### src/rtl/program_loader_if.sv
// Boot-loader bus bundle: byte-stream handshake in, instruction-memory write port
// and core-control status out.
interface program_loader_if #(
  parameter int CNT_W = 32
) ();
  logic             byte_valid_i;
  logic [7:0]       byte_data_i;
  logic             byte_ready_o;
  logic             imem_we_o;
  logic [31:0]      imem_addr_o;
  logic [31:0]      imem_wdata_o;
  logic             core_reset_o;
  logic             done_o;
  logic             error_o;
  logic [CNT_W-1:0] words_loaded_o;

  modport slave (
    input  byte_valid_i,
    input  byte_data_i,
    output byte_ready_o,
    output imem_we_o,
    output imem_addr_o,
    output imem_wdata_o,
    output core_reset_o,
    output done_o,
    output error_o,
    output words_loaded_o
  );

  modport master (
    output byte_valid_i,
    output byte_data_i,
    input  byte_ready_o,
    input  imem_we_o,
    input  imem_addr_o,
    input  imem_wdata_o,
    input  core_reset_o,
    input  done_o,
    input  error_o,
    input  words_loaded_o
  );
endinterface

### src/rtl/program_loader.sv
// Boot loader: parses a length-prefixed little-endian byte frame, writes 32-bit words
// to instruction memory, verifies a trailing 8-bit additive checksum and releases the core.
module program_loader #(
  parameter int IMEM_WORDS = 256,
  parameter int CNT_W      = 32
) (
  input  logic              clk_i,
  input  logic              reset_i,
  program_loader_if.slave   bus
);

  typedef enum logic [2:0] {
    S_LEN  = 3'd0,
    S_DATA = 3'd1,
    S_CSUM = 3'd2,
    S_RUN  = 3'd3,
    S_ERR  = 3'd4
  } state_e;

  localparam logic [CNT_W-1:0] MAX_WORDS = CNT_W'(IMEM_WORDS);
  localparam logic [CNT_W-1:0] CNT_ONE   = CNT_W'(1);

  function automatic logic [7:0] csum_add(input logic [7:0] sum, input logic [7:0] data);
    csum_add = sum + data;
  endfunction

  state_e           state_q;
  logic [1:0]       byte_cnt_q;
  logic [23:0]      shift_q;
  logic [CNT_W-1:0] len_q;
  logic [CNT_W-1:0] idx_q;
  logic [7:0]       csum_q;
  logic             ready_q;
  logic             we_q;
  logic [31:0]      addr_q;
  logic [31:0]      wdata_q;
  logic             core_reset_q;
  logic             done_q;
  logic             error_q;
  logic [CNT_W-1:0] words_loaded_q;

  logic             ready_s;
  logic             xfer_s;
  logic             last_byte_s;
  logic [31:0]      word_d;
  logic [7:0]       csum_d;
  logic [CNT_W-1:0] idx_d;
  logic [CNT_W-1:0] len_d;

  // Ready is masked while reset is asserted so no byte is ever offered as accepted then.
  assign ready_s = ready_q & ~reset_i;
  assign xfer_s  = bus.byte_valid_i & ready_s;

  // Datapath next values shared by the header and payload states.
  always_comb begin
    word_d      = {bus.byte_data_i, shift_q};
    csum_d      = csum_add(csum_q, bus.byte_data_i);
    idx_d       = idx_q + CNT_ONE;
    len_d       = CNT_W'(word_d);
    last_byte_s = (byte_cnt_q == 2'd3);
  end

  // Loader FSM with all outputs registered.
  always_ff @(posedge clk_i) begin
    if (reset_i) begin
      state_q        <= S_LEN;
      byte_cnt_q     <= 2'd0;
      shift_q        <= 24'd0;
      len_q          <= '0;
      idx_q          <= '0;
      csum_q         <= 8'd0;
      ready_q        <= 1'b1;
      we_q           <= 1'b0;
      addr_q         <= 32'd0;
      wdata_q        <= 32'd0;
      core_reset_q   <= 1'b1;
      done_q         <= 1'b0;
      error_q        <= 1'b0;
      words_loaded_q <= '0;
    end else begin
      we_q <= 1'b0;
      case (state_q)
        S_LEN: begin
          if (xfer_s) begin
            csum_q     <= csum_d;
            byte_cnt_q <= byte_cnt_q + 2'd1;
            shift_q    <= word_d[31:8];
            if (last_byte_s) begin
              len_q <= len_d;
              if (len_d > MAX_WORDS) begin
                state_q <= S_ERR;
                ready_q <= 1'b0;
                error_q <= 1'b1;
              end else if (len_d == '0) begin
                state_q <= S_CSUM;
              end else begin
                state_q <= S_DATA;
              end
            end
          end
        end
        S_DATA: begin
          if (xfer_s) begin
            csum_q     <= csum_d;
            byte_cnt_q <= byte_cnt_q + 2'd1;
            shift_q    <= word_d[31:8];
            if (last_byte_s) begin
              we_q           <= 1'b1;
              wdata_q        <= word_d;
              addr_q         <= 32'({idx_q, 2'b00});
              idx_q          <= idx_d;
              words_loaded_q <= idx_d;
              if (idx_d == len_q) begin
                state_q <= S_CSUM;
              end
            end
          end
        end
        S_CSUM: begin
          if (xfer_s) begin
            ready_q <= 1'b0;
            if (bus.byte_data_i == csum_q) begin
              state_q      <= S_RUN;
              core_reset_q <= 1'b0;
              done_q       <= 1'b1;
            end else begin
              state_q <= S_ERR;
              error_q <= 1'b1;
            end
          end
        end
        S_RUN: begin
          state_q <= S_RUN;
        end
        S_ERR: begin
          state_q <= S_ERR;
        end
        default: begin
          state_q      <= S_ERR;
          ready_q      <= 1'b0;
          core_reset_q <= 1'b1;
          done_q       <= 1'b0;
          error_q      <= 1'b1;
        end
      endcase
    end
  end

  assign bus.byte_ready_o   = ready_s;
  assign bus.imem_we_o      = we_q;
  assign bus.imem_addr_o    = addr_q;
  assign bus.imem_wdata_o   = wdata_q;
  assign bus.core_reset_o   = core_reset_q;
  assign bus.done_o         = done_q;
  assign bus.error_o        = error_q;
  assign bus.words_loaded_o = words_loaded_q;

endmodule

### src/flat_wrapper.sv
// flat-port wrapper written by rule: the top's interface ports become plain ports
module program_loader_flat 
#(
  parameter int IMEM_WORDS = 256,
  parameter int CNT_W      = 32
)
  (clk_i, reset_i, bus_byte_valid_i, bus_byte_data_i, bus_byte_ready_o, bus_imem_we_o, bus_imem_addr_o, bus_imem_wdata_o, bus_core_reset_o, bus_done_o, bus_error_o, bus_words_loaded_o);
  program_loader_if #(.CNT_W(CNT_W)) bus_i ();
  input  logic clk_i;
  input  logic reset_i;
  input wire logic [$bits(bus_i.byte_valid_i)-1:0] bus_byte_valid_i;
  input wire logic [$bits(bus_i.byte_data_i)-1:0] bus_byte_data_i;
  output wire logic [$bits(bus_i.byte_ready_o)-1:0] bus_byte_ready_o;
  output wire logic [$bits(bus_i.imem_we_o)-1:0] bus_imem_we_o;
  output wire logic [$bits(bus_i.imem_addr_o)-1:0] bus_imem_addr_o;
  output wire logic [$bits(bus_i.imem_wdata_o)-1:0] bus_imem_wdata_o;
  output wire logic [$bits(bus_i.core_reset_o)-1:0] bus_core_reset_o;
  output wire logic [$bits(bus_i.done_o)-1:0] bus_done_o;
  output wire logic [$bits(bus_i.error_o)-1:0] bus_error_o;
  output wire logic [$bits(bus_i.words_loaded_o)-1:0] bus_words_loaded_o;
  assign bus_i.byte_valid_i = bus_byte_valid_i;
  assign bus_i.byte_data_i = bus_byte_data_i;
  assign bus_byte_ready_o = bus_i.byte_ready_o;
  assign bus_imem_we_o = bus_i.imem_we_o;
  assign bus_imem_addr_o = bus_i.imem_addr_o;
  assign bus_imem_wdata_o = bus_i.imem_wdata_o;
  assign bus_core_reset_o = bus_i.core_reset_o;
  assign bus_done_o = bus_i.done_o;
  assign bus_error_o = bus_i.error_o;
  assign bus_words_loaded_o = bus_i.words_loaded_o;
  program_loader #(.IMEM_WORDS(IMEM_WORDS), .CNT_W(CNT_W)) u_core (.clk_i(clk_i), .reset_i(reset_i), .bus(bus_i));
endmodule
### config.mk
export PLATFORM = sky130hd
export DESIGN_NAME = program_loader_flat
export DESIGN_NICKNAME = d
export VERILOG_FILES = /design/src/rtl/program_loader_if.sv /design/src/rtl/program_loader.sv /design/src/flat_wrapper.sv
export SDC_FILE = /design/constraint.sdc
export NUM_CORES = 1
export LEC_CHECK = 0
export BUFFER_PORTS_ARGS = -buffer_cell sky130_fd_sc_hd__buf_2
export CORE_MARGIN = 2
export CORE_UTILIZATION = 45
export CTS_BUF_LIST = sky130_fd_sc_hd__clkbuf_8
export CTS_CLUSTER_DIAMETER = 50
export DETAILED_ROUTE_END_ITERATION = 10
export GPL_ROUTABILITY_DRIVEN = 0
export PLACE_DENSITY = 0.62
export SLEW_MARGIN = 30
export SYNTH_ARGS = -nofsm -noshare
export SYNTH_HDL_FRONTEND = slang
export SYNTH_SLANG_ARGS = --single-unit
### constraint.sdc
create_clock -name clk_i -period 4.68 [get_ports clk_i]
set_clock_uncertainty 0.2 [all_clocks]
set_input_delay 0.702 -clock clk_i [delete_from_list [all_inputs] [get_ports clk_i]]
set_output_delay 0.702 -clock clk_i [all_outputs]
set_load 0.01 [all_outputs]
==> impl_metrics.env <==
export IMPL_syn_inst=996
export IMPL_irDropWorstVdd_v=0.000174
export IMPL_drive_above_1_share=0.154
export IMPL_critPathMaxFanout=11
export IMPL_areaGrowthSynthToFinish_pct=12.0
export IMPL_clk_latency_ns=0.49
export IMPL_cts_max_level=4
export IMPL_fin_setup_tns_ns=0
export IMPL_io_buffers=109
export IMPL_ctsHoldBuffers=0
export IMPL_min_path_type="reg2reg"
export IMPL_cts_resized=0
export IMPL_grt_pass1_vias=6138
export IMPL_drv_cap=0
export IMPL_r2r_start="u_core.idx_q[0]$_SDFFE_PP0P_"
export IMPL_pin_count=112
export IMPL_ant_nets=0
export IMPL_worstReg2RegEnd="u_core.state_q[0]$_SDFFE_PP0P_"
export IMPL_grt_max_degree=94
export IMPL_synth_ff_type="dfxtp_1"
export IMPL_wl_um=19600
export IMPL_synth_seq_cells=168
export IMPL_rows=47
export IMPL_crit_type="reg2reg"
export IMPL_post_cts_buffers=0
export IMPL_regArea_mm2=0.00336
export IMPL_fmax_mhz=295
export IMPL_root_buffer="clkbuf_8"
export IMPL_final_util=0.518
export IMPL_rsz0062_at_grt="false"
export IMPL_hold_violations=0
export IMPL_async_flop_share=0
export IMPL_yosysWarnings=0
export IMPL_synth_enable_flop_cells=0
export IMPL_cts_sinks=168
export IMPL_grt_first_pass_wirelength_um=31900
export IMPL_synth_avg_cell_area_um2=7.76
export IMPL_cts_tree="done"
export IMPL_setup_violations=0
export IMPL_period_share=0.723
export IMPL_ff2ff_setup_slack_ns=1.30
export IMPL_worst_pin_slew_ns=1.02
export IMPL_holdWs_ns=0.255
export IMPL_relSlewSlack=0.315
export IMPL_vias=6871
export IMPL_nets=1079
export IMPL_leakage_nw=3.22
export IMPL_die_w_um=135
export IMPL_dr_pass1_iters=7
export IMPL_numCtsBuffers=17
export IMPL_reg2reg_depth=9
export IMPL_ys_seq_area_frac=0.435
export IMPL_crit_path_start_kind="flip-flop"
export IMPL_grt_overflow_total=0
export IMPL_cp_endpoint="u_core.state_q[0]$_SDFFE_PP0P_"
export IMPL_wl_per_cell_um=15.2
export IMPL_drtIter0Drc=437
export IMPL_yosysUniqueCellTypes=64
export IMPL_netlist_area_mm2=0.00773
export IMPL_drcViolationCount=0
export IMPL_fp_coreArea_mm2=0.0167
export IMPL_powerDensity_mw_per_mm2=301
export IMPL_crit_start="u_core.idx_q[0]$_SDFFE_PP0P_"
export IMPL_dp_hpwl_um=13500
export IMPL_grt_usage=0.219
export IMPL_status="finished clean"
export IMPL_required_ns=4.87
export IMPL_clk_pin_slew_ns=0.10
export IMPL_period_needed_ns=3.38
export IMPL_initial_core_util=0.463
export IMPL_die_area_mm2=0.0182
export IMPL_antenna_cells=0
export IMPL_fillers=1687
export IMPL_antenna_found_initial=0
export IMPL_die_y_um=135
export IMPL_multi_input_comb_area_mm2=0.00396
export IMPL_vias_per_cell=5.32
export IMPL_slew_violations=0
export IMPL_clock_path_buffers=2
export IMPL_endpoint_kind="flip-flop"
export IMPL_cp_arrival_ns=3.58
cell type report:
class | count | share of cell area
Tap cell | 220 | 0.0318
Multi-Input combinational cell | 743 | 0.458
Clock inverter | 15 | 0.0194
Inverter | 10 | 0.00434
Timing Repair Buffer | 118 | 0.0711
Sequential cell | 168 | 0.389
Clock buffer | 17 | 0.0270
cells in the final DEF (no fill, tap or decap), drive strengths merged, types with 16 or more instances in the layout:
| cell type | Yosys | layout |
|---|---|---|
| buf | 15 | 118 |
| nor3 | 21 | 21 |
| nor2 | 57 | 57 |
| dfxtp | 168 | 168 |
| nor4 | 16 | 16 |
| nand3 | 24 | 24 |
| xnor2 | 41 | 41 |
| nand2 | 280 | 280 |
| xor2 | 30 | 30 |
| o21ai | 22 | 22 |
| a21oi | 143 | 143 |
| clkbuf | 61 | 17 |
where the power goes:
| group | total, mW | internal (mW) | switching [mW] |
|---|---|---|---|
| Clock | 1.05 | 0.442 | 0.609 |
| Combinational | 0.103 | 0.0337 | 0.0694 |
| Sequential | 1.45 | 1.44 | 0.0114 |
stage by stage:
stage,instance area [µm²],cells,worst slack [ns],power [mW]
floorplan,7730,997,1.65,1.56
global placement,8250,1259,1.40,1.59
detailed placement,8250,1259,1.35,1.59
CTS,8650,1291,1.33,2.63
global route,8660,1291,0.940,2.70
finish,8660,1291,1.30,2.60
worst min-delay path by stage:
| stage | start | endpoint | cells past startpoint | slack [ns] |
|---|---|---|---|---|
| after floorplan | u_core.ready_q$_SDFFE_PP1P_ | u_core.ready_q$_SDFFE_PP1P_ | 2 | 0.23 |
| after global placement | u_core.bus.imem_addr_o[17]$_SDFFE_PP0P_ | u_core.bus.imem_addr_o[17]$_SDFFE_PP0P_ | 2 | 0.24 |
| after detailed placement | u_core.bus.imem_addr_o[9]$_SDFFE_PP0P_ | u_core.bus.imem_addr_o[9]$_SDFFE_PP0P_ | 2 | 0.24 |
| after CTS | u_core.bus.imem_addr_o[14]$_SDFFE_PP0P_ | u_core.bus.imem_addr_o[14]$_SDFFE_PP0P_ | 2 | 0.26 |
| after global routing | u_core.bus.imem_addr_o[27]$_SDFFE_PP0P_ | u_core.bus.imem_addr_o[27]$_SDFFE_PP0P_ | 2 | 0.27 |
| final | u_core.bus.imem_addr_o[12]$_SDFFE_PP0P_ | u_core.bus.imem_addr_o[12]$_SDFFE_PP0P_ | 2 | 0.26 |
routing by layer:
| metal | routed length, µm | track usage | up-vias |
|---|---|---|---|
| li1 | - | - | 3470 |
| met1 | 9580 | 0.311 | 3188 |
| met2 | 8590 | 0.326 | 184 |
| met3 | 1100 | 0.0499 | 29 |
| met4 | 364 | 0.0793 | 0 |
| met5 | 0 | 0 | - |
synthesized netlist by cell type, drive strengths merged (4+ instances only):
| cell | number | area share |
|---|---|---|
| nand3 | 24 | 0.016 |
| nand2 | 280 | 0.14 |
| a21oi | 143 | 0.093 |
| o21ai | 22 | 0.014 |
| a21o | 4 | 0.0039 |
| ha | 9 | 0.015 |
| inv | 10 | 0.0049 |
| or4 | 6 | 0.0063 |
| nand4 | 12 | 0.012 |
| dfxtp | 168 | 0.44 |
| clkbuf | 61 | 0.034 |
| nand3b | 4 | 0.0039 |
| nor3 | 21 | 0.014 |
| or3 | 13 | 0.011 |
| buf | 15 | 0.016 |
| and3 | 6 | 0.0050 |
| nor2b | 6 | 0.0049 |
| nor2 | 57 | 0.028 |
| xor2 | 30 | 0.034 |
| xnor2 | 41 | 0.046 |
| nor4 | 16 | 0.013 |
kinds of logic after synthesis:
kind of cell	share of synthesized area
and+or+nand+nor	0.263
AOI/OAI and AO/OA	0.141
DFF	0.435
buffers and inverters	0.0547
xor gates and xnor gates	0.0834
adders and majority gates	0.0172
muxes	0.00534
other	0.000485
flip-flops by register name (all words and copies together) (netlist names), 2 cells and up:
name,count
u_core.shift_q,24
u_core.idx_q,32
u_core.state_q,3
u_core.bus.imem_wdata_o,32
u_core.byte_cnt_q,2
u_core.len_q,32
u_core.csum_q,8
u_core.bus.imem_addr_o,30
critical path, stage by stage (launching register included):
cell     delay, ns
dfxtp_1       0.49
ha_1          0.25
nand3_1       0.28
or3_1         0.54
nor3_1        0.45
o21ai_0       0.17
nor4_1        0.22
nor4b_1       0.29
nand4_1       0.18
a21o_1        0.21
(Power assumes the default switching activity.)
